$ cat config.mk
export PLATFORM = sky130hd
export DESIGN_NAME = weight_ram_ctrl
export DESIGN_NICKNAME = d
export VERILOG_FILES = /design/src/rtl/weight_ctrl_pkg.sv /design/src/rtl/weight_row_packer.sv /design/src/rtl/weight_ram_ctrl.sv
export SDC_FILE = /design/constraint.sdc
export NUM_CORES = 1
export LEC_CHECK = 0
export ABC_AREA = 1
export BUFFER_PORTS_ARGS = -buffer_cell sky130_fd_sc_hd__buf_2
export CAP_MARGIN = 5
export CORE_UTILIZATION = 55
export CTS_CLUSTER_DIAMETER = 200
export CTS_CLUSTER_SIZE = 20
export DETAILED_ROUTE_END_ITERATION = 12
export PLACE_DENSITY = 0.84
export SKIP_LAST_GASP = 1
export SLEW_MARGIN = 10
export SYNTH_ARGS = -nofsm -noshare
export SYNTH_HDL_FRONTEND = slang
export SYNTH_SLANG_ARGS = --single-unit
$ cat constraint.sdc
create_clock -name clk -period 17.8 [get_ports clk]
set_input_delay 0 -clock clk [delete_from_list [all_inputs] [get_ports clk]]
set_output_delay 0 -clock clk [all_outputs]
set_load 0.05 [all_outputs]
$ cat src/rtl/weight_ctrl_pkg.sv
// Shared definitions for the gate weight RAM controller: state encoding,
// default geometry and the address-width helper.
package weight_ctrl_pkg;

    localparam int DEF_NROW     = 16;
    localparam int DEF_NCOL     = 16;
    localparam int DEF_BITWIDTH = 18;

    typedef enum logic [1:0] {
        ST_IDLE,
        ST_LOAD,
        ST_WRITE,
        ST_SWEEP
    } state_e;

    // Ceiling log2, never below 1 so a depth of 1 still yields a usable port.
    function automatic int log2_ceil(input int n);
        int r;
        r = 1;
        for (int i = 1; i < 31; i++) begin
            if ((1 << i) < n) r = i + 1;
        end
        return r;
    endfunction

endpackage

$ cat src/rtl/weight_row_packer.sv
// Collects NROW stream words into one RAM row; slice n holds beat n of the
// current column. rowFull flags the beat that completes the row.
module weight_row_packer
    import weight_ctrl_pkg::*;
#(
    parameter int NROW     = DEF_NROW,
    parameter int BITWIDTH = DEF_BITWIDTH
) (
    input  logic                     clk,
    input  logic                     reset,
    input  logic                     clear_i,
    input  logic                     beat_i,
    input  logic [BITWIDTH-1:0]      word_i,
    output logic [NROW*BITWIDTH-1:0] row_o,
    output logic                     row_full_o
);

    localparam int WCW = log2_ceil(NROW);
    localparam logic [WCW-1:0] LAST_WORD = WCW'(NROW - 1);

    logic [WCW-1:0]           word_q, word_d;
    logic [NROW*BITWIDTH-1:0] row_q;

    assign row_full_o = beat_i && (word_q == LAST_WORD);
    assign row_o      = row_q;

    always_comb begin
        // NOTE: every always_comb output gets a default first so no path can infer a latch.
        word_d = word_q;
        if (clear_i) begin
            word_d = '0;
        end else if (beat_i) begin
            word_d = (word_q == LAST_WORD) ? '0 : word_q + 1'b1;
        end
    end

    // The row register is reset too, so a reset discards any partial row.
    always_ff @(posedge clk or posedge reset) begin
        if (reset) begin
            word_q <= '0;
            row_q  <= '0;
        end else begin
            word_q <= word_d;
            if (beat_i) begin
                for (int i = 0; i < NROW; i++) begin
                    if (word_q == WCW'(i)) row_q[i*BITWIDTH +: BITWIDTH] <= word_i;
                end
            end
        end
    end

endmodule

$ cat src/rtl/weight_ram_ctrl.sv
// Load/sweep sequencer for the gate weight RAM. Owns every RAM control pin;
// all outputs are registered and derived from the next state.
module weight_ram_ctrl
    import weight_ctrl_pkg::*;
#(
    parameter  int NROW          = DEF_NROW,
    parameter  int NCOL          = DEF_NCOL,
    parameter  int BITWIDTH      = DEF_BITWIDTH,
    localparam int ADDR_BITWIDTH = log2_ceil(NCOL)
) (
    input  logic                     clk,
    input  logic                     reset,
    input  logic                     loadStart,
    input  logic                     sweepStart,
    input  logic [BITWIDTH-1:0]      wordIn,
    input  logic                     wordValid,
    output logic                     wordReady,
    output logic                     ramWriteEn,
    output logic [ADDR_BITWIDTH-1:0] ramAddressIn,
    output logic [ADDR_BITWIDTH-1:0] ramAddressOut,
    output logic [NROW*BITWIDTH-1:0] ramRowIn,
    output logic                     colValid,
    output logic [ADDR_BITWIDTH-1:0] colIndex,
    output logic                     busy,
    output logic                     loadDone,
    output logic                     sweepDone
);

    localparam logic [ADDR_BITWIDTH-1:0] LAST_COL = ADDR_BITWIDTH'(NCOL - 1);

    state_e                   state_q, state_d;
    logic [ADDR_BITWIDTH-1:0] col_q, col_d;
    logic                     pending_q, pending_d;
    logic                     packer_clear, beat, row_full;

    logic                     word_ready_q, word_ready_d;
    logic                     write_en_q, write_en_d;
    logic [ADDR_BITWIDTH-1:0] addr_in_q, addr_in_d;
    logic [ADDR_BITWIDTH-1:0] addr_out_q, addr_out_d;
    logic                     col_valid_q, col_valid_d;
    logic [ADDR_BITWIDTH-1:0] col_index_q, col_index_d;
    logic                     busy_q, busy_d;
    logic                     load_done_q, load_done_d;
    logic                     sweep_done_q, sweep_done_d;

    assign beat = wordValid && word_ready_q;

    weight_row_packer #(
        .NROW     (NROW),
        .BITWIDTH (BITWIDTH)
    ) u_packer (
        .clk        (clk),
        .reset      (reset),
        .clear_i    (packer_clear),
        .beat_i     (beat),
        .word_i     (wordIn),
        .row_o      (ramRowIn),
        .row_full_o (row_full)
    );

    always_comb begin
        state_d      = state_q;
        col_d        = col_q;
        pending_d    = pending_q;
        packer_clear = 1'b0;
        unique case (state_q)
            ST_IDLE: begin
                if (loadStart) begin
                    state_d      = ST_LOAD;
                    col_d        = '0;
                    packer_clear = 1'b1;
                    if (sweepStart) pending_d = 1'b1;
                end else if (sweepStart || pending_q) begin
                    state_d   = ST_SWEEP;
                    col_d     = '0;
                    pending_d = 1'b0;
                end
            end
            ST_LOAD: begin
                if (sweepStart) pending_d = 1'b1;
                if (row_full)   state_d = ST_WRITE;
            end
            ST_WRITE: begin
                if (sweepStart) pending_d = 1'b1;
                if (col_q == LAST_COL) begin
                    state_d = ST_IDLE;
                end else begin
                    state_d = ST_LOAD;
                    col_d   = col_q + 1'b1;
                end
            end
            ST_SWEEP: begin
                if (col_q == LAST_COL) state_d = ST_IDLE;
                else                   col_d = col_q + 1'b1;
            end
            default: state_d = ST_IDLE;
        endcase
    end

    // Output registers track the state being entered, so they line up with it.
    always_comb begin
        word_ready_d = (state_d == ST_LOAD);
        write_en_d   = (state_d == ST_WRITE);
        addr_in_d    = (state_d == ST_WRITE) ? col_d : addr_in_q;
        addr_out_d   = (state_d == ST_SWEEP) ? col_d : addr_out_q;
        col_valid_d  = (state_d == ST_SWEEP);
        col_index_d  = (state_d == ST_SWEEP) ? col_d : col_index_q;
        busy_d       = (state_d != ST_IDLE);
        load_done_d  = (state_q == ST_WRITE) && (col_q == LAST_COL);
        sweep_done_d = (state_q == ST_SWEEP) && (col_q == LAST_COL);
    end

    always_ff @(posedge clk or posedge reset) begin
        if (reset) begin
            state_q      <= ST_IDLE;
            col_q        <= '0;
            pending_q    <= 1'b0;
            word_ready_q <= 1'b0;
            write_en_q   <= 1'b0;
            addr_in_q    <= '0;
            addr_out_q   <= '0;
            col_valid_q  <= 1'b0;
            col_index_q  <= '0;
            busy_q       <= 1'b0;
            load_done_q  <= 1'b0;
            sweep_done_q <= 1'b0;
        end else begin
            state_q      <= state_d;
            col_q        <= col_d;
            pending_q    <= pending_d;
            word_ready_q <= word_ready_d;
            write_en_q   <= write_en_d;
            addr_in_q    <= addr_in_d;
            addr_out_q   <= addr_out_d;
            col_valid_q  <= col_valid_d;
            col_index_q  <= col_index_d;
            busy_q       <= busy_d;
            load_done_q  <= load_done_d;
            sweep_done_q <= sweep_done_d;
        end
    end

    assign wordReady     = word_ready_q;
    assign ramWriteEn    = write_en_q;
    assign ramAddressIn  = addr_in_q;
    assign ramAddressOut = addr_out_q;
    assign colValid      = col_valid_q;
    assign colIndex      = col_index_q;
    assign busy          = busy_q;
    assign loadDone      = load_done_q;
    assign sweepDone     = sweep_done_q;

endmodule

==> flow_metrics.env, run 1 <==
export IMPL_run_status="completed"
export IMPL_share_of_synthesized_cell_area_in_and_or_nand_and_nor_gates_pct=13.9
export IMPL_yosysWarningCount=0
export IMPL_clock_power_share_pct=16.0
export IMPL_rows=52
export IMPL_drt_antenna_violating_nets=0
export IMPL_syn_mean_instance_area_um2=10.1
export IMPL_storage_cell_area_mm2=0.00783
export IMPL_numCtsBuffers=19
export IMPL_synth_top_family_by_area="simple AND/OR/NAND/NOR gates"
export IMPL_gr_usage_met2_pct=46.3
export IMPL_tritoncts="done"
export IMPL_switching_share_pct=49.2
export IMPL_finalHoldWorstSlack_ns=0.0508
export IMPL_filler_cell_count=1551
export IMPL_post_synth_top_count_cell="sky130_fd_sc_hd__nand2_1"
export IMPL_grt_overflow_total=0
export IMPL_drive_gt1_share_pct=26.0
export IMPL_reg2reg_setup_slack_ns=15.66
export IMPL_yosysTopAreaCell="sky130_fd_sc_hd__dfrtp_1"
export IMPL_holdPathStages=3
export IMPL_place_ws_ns=15.68
export IMPL_layout_setup_ws_ns=15.66
export IMPL_comb_power_share_pct=45.3
export IMPL_cell_types_occupying_the_most_area_after_synthesis="sky130_fd_sc_hd__dfrtp_1, sky130_fd_sc_hd__o21ai_0, sky130_fd_sc_hd__nand2_1"
export IMPL_diodes=0
export IMPL_layout_min_cycle_time_ns=2.14
export IMPL_count_of_different_cell_masters_after_synthesis=20
export IMPL_synth_cells=1144
export IMPL_synth_xor_area_share_pct=0.0759
export IMPL_net_switching_power_w=0.00128
export IMPL_rsz0062_at_grt="false"
export IMPL_vdd_ir_drop_max_uv=137
export IMPL_power_density_mw_per_mm2=189
export IMPL_critical_path_peak_fanout=37
export IMPL_timing_critical_path_max_delay_family="simple AND/OR/NAND/NOR gates"
export IMPL_synth_compound_area_share_pct=13.0
export IMPL_synth_top_cell_area_share_pct=67.9
export IMPL_drcViolationCount=0
export IMPL_ys_seq_area_share_pct=67.9
export IMPL_die_extent_in_y_um=147
export IMPL_use_met1_pct=39.3
export IMPL_most_frequent_cells_after_synthesis="sky130_fd_sc_hd__nand2_1, sky130_fd_sc_hd__dfrtp_1, sky130_fd_sc_hd__o21ai_0"
export IMPL_cts_resized=0
export IMPL_detailedRoute_firstIterationViolations=563
export IMPL_final_setup_viol_count=0
export IMPL_initial_antenna_violation_count=0
export IMPL_crit_path_top_cell_by_count="sky130_fd_sc_hd__nand2_1"
export IMPL_endpoint_kind_of_the_worst_setup_timing_path="register"
export IMPL_finalClockSkew_ns=0.0113
export IMPL_regToRegStartpoint="u_packer.word_q[0]"
export IMPL_clk_root_buffer_cell="sky130_fd_sc_hd__clkbuf_16"
export IMPL_ys_dominant_reg_cell="sky130_fd_sc_hd__dfrtp_1"
export IMPL_final_min_period_over_clock_period_pct=12.0
export IMPL_wirelength_um=31300
export IMPL_critical_path_buf_inv_count=1
export IMPL_die_width_um=147
export IMPL_clk_transition_reported_paths_ns=0.08
export IMPL_grt_pass1_wl_um=48500
export IMPL_wire_per_inst_um=18.4
export IMPL_vias=9253
export IMPL_dr_pass1_iters=5
export IMPL_worst_endpoint_required_ns=18.24
export IMPL_syn_cell_area_mm2=0.0115
export IMPL_grtUsageMet3_pct=6.80
export IMPL_yosys_register_bits=313
export IMPL_worst_setup_path_start_kind="register"
export IMPL_synth_edf_count=0
export IMPL_cts_htree_levels=1
export IMPL_start_util_pct=56.5
export IMPL_global_route_peak_usage_layer="met2"
export IMPL_drv_cap=0
export IMPL_finalSetupTns_ns=0
export IMPL_mappedNetlistNets=1176
export IMPL_slew_violations=0
export IMPL_maxSlewHeadroom_pct=34.6
export IMPL_p_int_w=0.00132
export IMPL_worstHoldPathType="input pin to register"
export IMPL_ios=329
export IMPL_r2r_worst_path_cells=10
export IMPL_critical_path_class="register to register"
export IMPL_multi_input_area_mm2=0.00322
export IMPL_hpwl_um=20800
export IMPL_clk_insertion_delay_late_ns=0.51
export IMPL_tritoncts_sinks=313
export IMPL_synth_mux_area_fraction_pct=0
export IMPL_num_nets_final=1461
export IMPL_leakagePower_nw=7.56
export IMPL_pin_slew_with_the_least_headroom_to_its_limit_ns=0.982
export IMPL_place_port_buffers=328
export IMPL_gp_routability_congestion=0.859
export IMPL_timing_fmax_mhz=467
export IMPL_synth_adder_area_share_pct=0.976
export IMPL_holdPathEnd="u_packer.row_o[205]"
export IMPL_grt_max_degree=173
export IMPL_timing_hold_worst_start="wordIn[7]"
export IMPL_core_area_mm2=0.0204
export IMPL_track_usage_pct=28.9
export IMPL_power_share_sequential_pct=38.7
export IMPL_fp_dieArea_mm2=0.0216
export IMPL_critPathMaxStageDelay_ns=0.49
export IMPL_worst_r2r_endpoint="ramAddressIn[2]"
export IMPL_timing_critical_path_cells="ha_1, nand3_1, clkinv_1, nand2_2, nand2_1, nand3_1, nand2_2, nand2_1, nand2_1, nand2_1"
export IMPL_worstPathArrival_ns=2.59
export IMPL_slowest_stage="sky130_fd_sc_hd__nand2_2"
export IMPL_cts_buffer_depth=3
export IMPL_finish_cell_count_without_fillers=1699
export IMPL_synthesis_to_layout_area_growth_pct=19.5
export IMPL_placedCellCount=1672
export IMPL_hold_violations=0
export IMPL_first_global_vias=8755
export IMPL_post_drt_via_cell_ratio=5.45
export IMPL_asyncSetResetFlopFracSynth_pct=100
## power by group through the flow
| stage | sequential (W) | combinational, W | clock (W) |
|---|---|---|---|
| global route | 0.00103 | 0.00124 | 0.000449 |
| detailed placement | 0.00101 | 0.00117 | 0 |
| global placement | 0.00101 | 0.00114 | 0 |
| finish | 0.00101 | 0.00118 | 0.000417 |
| CTS | 0.00100 | 0.00118 | 0.000426 |
| floorplan | 0.00165 | 0.000245 | 0 |
## per-layer routing
metal  wire (um)  vias up  share of wire, %
met5           0        -                 0
met4         805        0               2.6
met1       12900     4541                41
met2       14600      415                47
li1            -     4241                 -
met3        2950       56               9.4
## cells in the final DEF (no fill, tap or decap), drive strengths merged
| master | instances |
|---|---|
| nand2 | 362 |
| buf | 329 |
| dfrtp | 313 |
| o21ai | 296 |
| inv | 47 |
| nand3 | 21 |
| nor2 | 21 |
| clkbuf | 19 |
| ha | 9 |
| dlygate4sd3 | 6 |
| a21oi | 2 |
| clkinv | 1 |
| nand4 | 1 |
| xor2 | 1 |
| o22ai | 1 |
## sequential cells by signal, indices dropped and copies added, names as in the netlist, 2 cells and up
register,count
colIndex,4
col_q,4
ramAddressIn,4
state_q,2
u_packer.row_o,288
u_packer.word_q,4
## tightest hold or removal path: stages
cell and delay [ns]:
sky130_fd_sc_hd__buf_2 0.08, sky130_fd_sc_hd__inv_1 0.23, sky130_fd_sc_hd__o21ai_1 0.20
## what timing repair did
action                                 CTS  global route
endpoints found under the hold margin  149             0
hold buffers                             6             0
buffers inserted                         0             0
## logic make-up after synthesis
logic type	count (synthesis)
compound gates	299
xor+xnor	1
buf+inv	117
fa+ha+maj	9
flops	313
simple gates	405
## how the worst max path moves through the flow
stage                     slack, ns                 end  cells after the start               start
final                         15.66     ramAddressIn[2]                     10  u_packer.word_q[0]
after global routing          15.44     ramAddressIn[3]                     10  u_packer.word_q[0]
after CTS                     15.67  u_packer.row_o[80]                      6  u_packer.word_q[0]
after detailed placement      15.68  u_packer.row_o[56]                      5  u_packer.word_q[0]
after global placement        15.78     ramAddressIn[2]                     10  u_packer.word_q[0]
after floorplan                9.14                busy                      1               reset
## through the flow
step | cell area, um^2 | utilization [%] | total power [W]
2_1_floorplan | 11500 | - | 0.00190
3_3_place_gp | 13200 | 64.8 | 0.00215
3_5_place_dp | 13200 | 64.8 | 0.00219
4_1_cts | 13800 | 67.5 | 0.00261
5_1_grt | 13800 | 67.5 | 0.00272
6_report | 13800 | 67.5 | 0.00260
## layout make-up
class / count / share of cell area, %
clock buffers: 19 / 3.45
clock inverters: 2 / 0.127
inverters: 46 / 1.31
multi-input cells: 714 / 23.3
flip-flops and latches: 313 / 56.8
well taps: 270 / 2.45
repair buffers: 335 / 12.5
(Power assumes the default switching activity.)
==> run 2: changes to the inputs <==
CORE_UTILIZATION = 47   (was 55)
PLACE_DENSITY = 0.76   (was 0.84)
clock period = 1.7 ns   (was 17.8 ns; I/O delays follow)
==> run 2 against run 1 <==
Net effect:
- maximum frequency rose by 29%
- first-iteration DRC count rose by 21%
- largest power group unchanged
- setup slack got worse by 16 ns
- highest routed layer unchanged
- worst hold slack got worse by 0.0052 ns
- routed wire length rose by 9.5%
- sequential share of layout area fell by 4.2 points
- power rose to 11 times the previous value
- global-route usage fell by 4.1 points
- clock skew rose by 0.0041 ns
- clock-buffer cell count did not move
- clock power rose to 10 times the previous value
- critical path type unchanged
==> flow_metrics.env, run 2 (same netlist as run 1, synthesis figures left out) <==
export IMPL_final_common_cell="sky130_fd_sc_hd__nand2_1"
export IMPL_maxSlewHeadroom_pct=47.8
export IMPL_grt_pass1_wl_um=47800
export IMPL_ios=329
export IMPL_die_extent_in_y_um=159
export IMPL_clk_insertion_delay_late_ns=0.51
export IMPL_rows=56
export IMPL_top_layer="met4"
export IMPL_gp_routability_congestion=0.858
export IMPL_multi_input_area_mm2=0.00332
export IMPL_clock_power_share_pct=15.5
export IMPL_place_ws_ns=-0.121
export IMPL_largest_reg_flops=288
export IMPL_power_density_mw_per_mm2=1880
export IMPL_worstPathArrival_ns=2.10
export IMPL_critical_path_peak_fanout=9
export IMPL_pin_slew_with_the_least_headroom_to_its_limit_ns=0.782
export IMPL_commonest_cells_after_routing_fill_and_taps_aside="sky130_fd_sc_hd__nand2_1, sky130_fd_sc_hd__buf_2, sky130_fd_sc_hd__dfrtp_1, sky130_fd_sc_hd__o21ai_0, sky130_fd_sc_hd__inv_1"
export IMPL_net_switching_power_w=0.0136
export IMPL_track_usage_pct=24.8
export IMPL_drive_gt1_share_pct=30.1
export IMPL_vdd_ir_drop_max_uv=1290
export IMPL_first_global_vias=8638
export IMPL_wirelength_um=34200
export IMPL_switching_share_pct=48.7
export IMPL_final_setup_viol_count=0
export IMPL_met3WireLength_um=3130
export IMPL_vias=9556
export IMPL_timing_fmax_mhz=602
export IMPL_layout_setup_ws_ns=0.0391
export IMPL_drv_cap=0
export IMPL_cts_buffer_depth=3
export IMPL_power_share_sequential_pct=37.7
export IMPL_endpoint_kind_of_the_worst_setup_timing_path="register"
export IMPL_cts_htree_levels=1
export IMPL_final_area_mm2=0.0149
export IMPL_fp_dieArea_mm2=0.0252
export IMPL_drcViolationCount=0
export IMPL_initial_antenna_violation_count=1
export IMPL_hpwl_um=21800
export IMPL_detailedRoute_firstIterationViolations=681
export IMPL_worst_setup_path_start_kind="register"
export IMPL_detailed_place_area_mm2=0.0139
export IMPL_leakagePower_nw=8.08
export IMPL_grt_overflow_total=0
export IMPL_num_nets_final=1525
export IMPL_finalClockSkew_ns=0.0154
export IMPL_tritoncts_sinks=313
export IMPL_place_port_buffers=328
export IMPL_synthesis_to_layout_area_growth_pct=28.9
export IMPL_comb_power_share_pct=46.8
export IMPL_storage_cell_area_mm2=0.00783
export IMPL_clk_transition_reported_paths_ns=0.08
export IMPL_filler_cell_count=1927
export IMPL_worstHoldPathType="input pin to register"
export IMPL_numCtsBuffers=19
export IMPL_grt_max_degree=69
export IMPL_final_min_period_over_clock_period_pct=97.7
export IMPL_slew_violations=0
export IMPL_tritoncts="done"
export IMPL_rsz0062_at_grt="true"
export IMPL_core_area_mm2=0.0238
export IMPL_layout_min_cycle_time_ns=1.66
export IMPL_wl_met2_um=16400
export IMPL_post_drt_via_cell_ratio=5.27
export IMPL_worst_endpoint_required_ns=2.14
export IMPL_wire_per_inst_um=18.9
export IMPL_p_int_w=0.0143
export IMPL_die_width_um=159
export IMPL_run_status="completed"
export IMPL_dr_pass1_iters=5
export IMPL_start_util_pct=48.6
export IMPL_clk_root_buffer_cell="sky130_fd_sc_hd__clkbuf_16"
export IMPL_hold_violations=0
export IMPL_critical_path_class="register to register"
export IMPL_drt_antenna_violating_nets=0
export IMPL_route_layer_met1_wl_um=14000
## run 2: cell types whose count changed in the layout (fill, tap and decap cells not counted), sizes merged
| cell | change |
|---|---|
| buf | +54 |
| clkbuf | +11 |
| diode | +2 |
| inv | -2 |
| clkinvlp | +1 |
| dlygate4sd3 | -1 |
## run 2: power groups by stage
stage / logic, W / registers [W] / clock network [W]
2_1_floorplan: 0.00256 / 0.0173 / 0
3_3_place_gp: 0.0124 / 0.0106 / 0
3_5_place_dp: 0.0126 / 0.0106 / 0
4_1_cts: 0.0127 / 0.0105 / 0.00440
5_1_grt: 0.0139 / 0.0108 / 0.00464
6_report: 0.0131 / 0.0105 / 0.00432
## run 2: layout make-up
type | instances | share of cell area (%)
timing repair buffer | 399 | 17.8
multi-input combinational | 714 | 22.3
antenna | 2 | 0.0337
inverter | 46 | 1.21
tap | 319 | 2.68
sequential | 313 | 52.7
clock buffer | 19 | 3.20
clock inverter | 1 | 0.0589
## run 2: metal layers
layer / track usage, % / vias to the layer above
li1: - / 4392
met3: 5.91 / 44
met1: 33.6 / 4666
met2: 40.4 / 454
met5: 0 / -
met4: 5.82 / 0
## run 2: final timing paths
| kind | startpoint | end | slack [ns] | cells after the start |
|---|---|---|---|---|
| max in group asynchronous | reset | u_packer.row_o[166] | 0.79 | 5 |
| min in group asynchronous | reset | u_packer.row_o[158] | 0.08 | 3 |
| setup reg to reg | state_q[0] | wordReady | 0.04 | 9 |
| setup / recovery | state_q[0] | wordReady | 0.04 | 9 |
| hold / removal | wordIn[11] | u_packer.row_o[263] | 0.05 | 4 |
| hold reg to reg | u_packer.row_o[218] | u_packer.row_o[218] | 0.48 | 2 |
## run 2: repair_timing
item                       CTS  global route
hold buffers                 5             0
setup endpoints to repair   11           111
buffers inserted             3             2
cloned                       0            14
pin swaps                    1             1
hold endpoints to repair   156             0
gates resized for setup      5            40
## run 2: critical path, stage by stage, from the launching register on
cell                      delay [ns]
sky130_fd_sc_hd__dfrtp_1        0.38
sky130_fd_sc_hd__buf_4          0.15
sky130_fd_sc_hd__ha_1           0.24
sky130_fd_sc_hd__nand2_2        0.12
sky130_fd_sc_hd__a21oi_1        0.08
sky130_fd_sc_hd__nand2_1        0.14
sky130_fd_sc_hd__nand2_4        0.11
sky130_fd_sc_hd__buf_4          0.17
sky130_fd_sc_hd__buf_4          0.12
sky130_fd_sc_hd__nor2_1         0.09
## run 2: metrics by stage
step | hold WS [ns] | cells | TNS (ns) | util [%] | total power, W
after CTS | 0.0235 | 1795 | 0 | 60.7 | 0.0277
after detailed placement | 0.0479 | 1767 | -0.735 | 58.3 | 0.0233
final | 0.0456 | 1813 | 0 | 62.6 | 0.0279
after floorplan | 0.217 | 1144 | -779.90 | - | 0.0199
after global placement | 0.0402 | 1767 | 0 | 58.3 | 0.0230
after global routing | 0.0715 | 1811 | -1.13 | 62.6 | 0.0293
==> run 3: changes to the inputs <==
CORE_UTILIZATION = 52   (was 47)
PLACE_DENSITY = 0.8   (was 0.76)
clock period = 1.8 ns   (was 1.7 ns; I/O delays follow)
==> run 3 against run 2 <==
Net effect:
- largest power group unchanged
- final cell count fell by 3.9%
- final area is 4.0% lower
- combinational power decreased by 9%
- clock-buffer cell count unchanged
- utilization up 2.8 points
- sequential share of layout area up 2.2 points
- routed wire length down 7.6%
- first-iteration DRC count decreased by 20%
==> flow_metrics.env, run 3 (same netlist as run 1, synthesis figures left out) <==
export IMPL_post_drt_via_cell_ratio=5.32
export IMPL_critical_path_buf_inv_count=1
export IMPL_filler_cell_count=1730
export IMPL_endpoint_kind_of_the_worst_setup_timing_path="register"
export IMPL_crit_path_top_cell_by_count="sky130_fd_sc_hd__nand2_1"
export IMPL_gp_routability_congestion=0.903
export IMPL_final_common_cell="sky130_fd_sc_hd__nand2_1"
export IMPL_worstPathArrival_ns=2.12
export IMPL_final_setup_viol_count=0
export IMPL_drv_cap=0
export IMPL_tritoncts_sinks=313
export IMPL_detailedRoute_firstIterationViolations=546
export IMPL_initial_antenna_violation_count=0
export IMPL_wirelength_um=31600
export IMPL_drive_gt1_share_pct=28.6
export IMPL_die_extent_in_y_um=151
export IMPL_layout_min_cycle_time_ns=1.69
export IMPL_power_density_mw_per_mm2=1820
export IMPL_power_share_sequential_pct=38.5
export IMPL_clock_power_share_pct=15.8
export IMPL_critPathMaxStageDelay_ns=0.42
export IMPL_grt_pass1_wl_um=48300
export IMPL_place_port_buffers=328
export IMPL_drcViolationCount=0
export IMPL_worstHoldPathType="input pin to register"
export IMPL_vdd_ir_drop_max_uv=1360
export IMPL_cts_htree_levels=1
export IMPL_clk_insertion_delay_late_ns=0.50
export IMPL_timing_critical_path_cells="ha_1, nand3_2, nand2_1, a21oi_1, nand2_1, nand2_1, buf_4, nand3_1, nand2_1"
export IMPL_slew_violations=0
export IMPL_fp_dieArea_mm2=0.0228
export IMPL_numCtsBuffers=19
export IMPL_ios=329
export IMPL_track_usage_pct=27.7
export IMPL_synthesis_to_layout_area_growth_pct=23.7
export IMPL_num_nets_final=1496
export IMPL_core_area_mm2=0.0218
export IMPL_critical_path_peak_fanout=6
export IMPL_timing_critical_path_max_delay_family="simple AND/OR/NAND/NOR gates"
export IMPL_grt_max_degree=83
export IMPL_hold_violations=0
export IMPL_drt_antenna_violating_nets=0
export IMPL_cts_buffer_depth=3
export IMPL_finalClockSkew_ns=0.0150
export IMPL_worst_endpoint_required_ns=2.23
export IMPL_detailed_place_area_mm2=0.0137
export IMPL_first_global_vias=8719
export IMPL_final_min_period_over_clock_period_pct=94.0
export IMPL_comb_power_share_pct=45.8
export IMPL_finalSetupTns_ns=0
export IMPL_clk_root_buffer_cell="sky130_fd_sc_hd__clkbuf_16"
export IMPL_tritoncts="done"
export IMPL_hpwl_um=21600
export IMPL_pin_slew_with_the_least_headroom_to_its_limit_ns=0.744
export IMPL_worst_setup_path_start_kind="register"
export IMPL_vias=9280
export IMPL_grt_overflow_total=0
export IMPL_p_int_w=0.0133
export IMPL_dr_pass1_iters=5
export IMPL_die_width_um=151
export IMPL_wire_per_inst_um=18.1
export IMPL_run_status="completed"
export IMPL_switching_share_pct=48.9
export IMPL_clk_transition_reported_paths_ns=0.08
export IMPL_rows=54
export IMPL_final_area_mm2=0.0143
export IMPL_slowest_stage="sky130_fd_sc_hd__dfrtp_1"
export IMPL_commonest_cells_after_routing_fill_and_taps_aside="sky130_fd_sc_hd__nand2_1, sky130_fd_sc_hd__buf_2, sky130_fd_sc_hd__dfrtp_1, sky130_fd_sc_hd__o21ai_0, sky130_fd_sc_hd__inv_1"
export IMPL_timing_fmax_mhz=591
export IMPL_critical_path_class="register to register"
export IMPL_net_switching_power_w=0.0127
export IMPL_maxSlewHeadroom_pct=50.4
export IMPL_leakagePower_nw=7.80
export IMPL_largest_reg_flops=288
export IMPL_diodes=0
export IMPL_reg2reg_setup_slack_ns=0.11
export IMPL_start_util_pct=52.9
-- run 3: cell type report --
cell class	instances	area (um^2)	area share [%]
flip-flops and latches	313	7840	54.9
repair buffers	370	2170	15.2
inverters	46	176	1.24
clock buffers	19	475	3.33
well taps	280	350	2.46
multi-input cells	714	3250	22.8
clock inverters	1	8.76	0.0614
-- run 3: worst paths after layout --
kind	cells after the start	end	start
hold reg to reg	2	u_packer.row_o[86]	u_packer.row_o[86]
setup / recovery	9	colIndex[2]	col_q[0]
max in group asynchronous	5	u_packer.row_o[273]	reset
hold / removal	4	u_packer.row_o[11]	wordIn[11]
setup reg to reg	9	colIndex[2]	col_q[0]
min in group asynchronous	3	u_packer.row_o[193]	reset
-- run 3: tightest hold or removal path, cell delays in order --
cell and delay, ns:
sky130_fd_sc_hd__buf_2 0.08, sky130_fd_sc_hd__inv_1 0.03, sky130_fd_sc_hd__buf_4 0.20, sky130_fd_sc_hd__o21ai_0 0.17
-- run 3: stage by stage --
stage	hold WS, ns	power (W)	cells	setup slack (ns)	utilization [%]
2_1_floorplan	0.217	0.0188	1144	-2.37	-
3_3_place_gp	-0.0198	0.0215	1717	0.124	62.7
3_5_place_dp	-0.0151	0.0219	1717	-0.0543	62.7
4_1_cts	0.00663	0.0260	1742	0.0148	65.2
5_1_grt	0.0437	0.0272	1743	-0.00624	65.4
6_report	0.0319	0.0260	1743	0.109	65.4
-- run 3: routing by layer --
metal,GRT usage (%),vias up,share of wire (%),wire length [um]
li1,-,4316,-,-
met1,39.2,4504,43,13500
met5,0,-,0,0
met3,6.05,51,9.5,3000
met4,6.90,0,2.0,636
met2,43.8,409,46,14500
-- run 3: repair_timing --
item | in CTS | in global routing
pin swaps | 0 | 1
gates resized for setup | 2 | 15
setup endpoints to repair | 8 | 36
hold endpoints to repair | 212 | 0
buffers inserted | 0 | 1
hold buffers | 5 | 0
-- run 3: power groups by stage --
stage	combinational [W]	clock (W)	sequential [W]
floorplan	0.00242	0	0.0163
global placement	0.0115	0	0.00998
detailed placement	0.0118	0	0.0100
CTS	0.0118	0.00419	0.00997
global route	0.0126	0.00443	0.0102
finish	0.0119	0.00410	0.0100
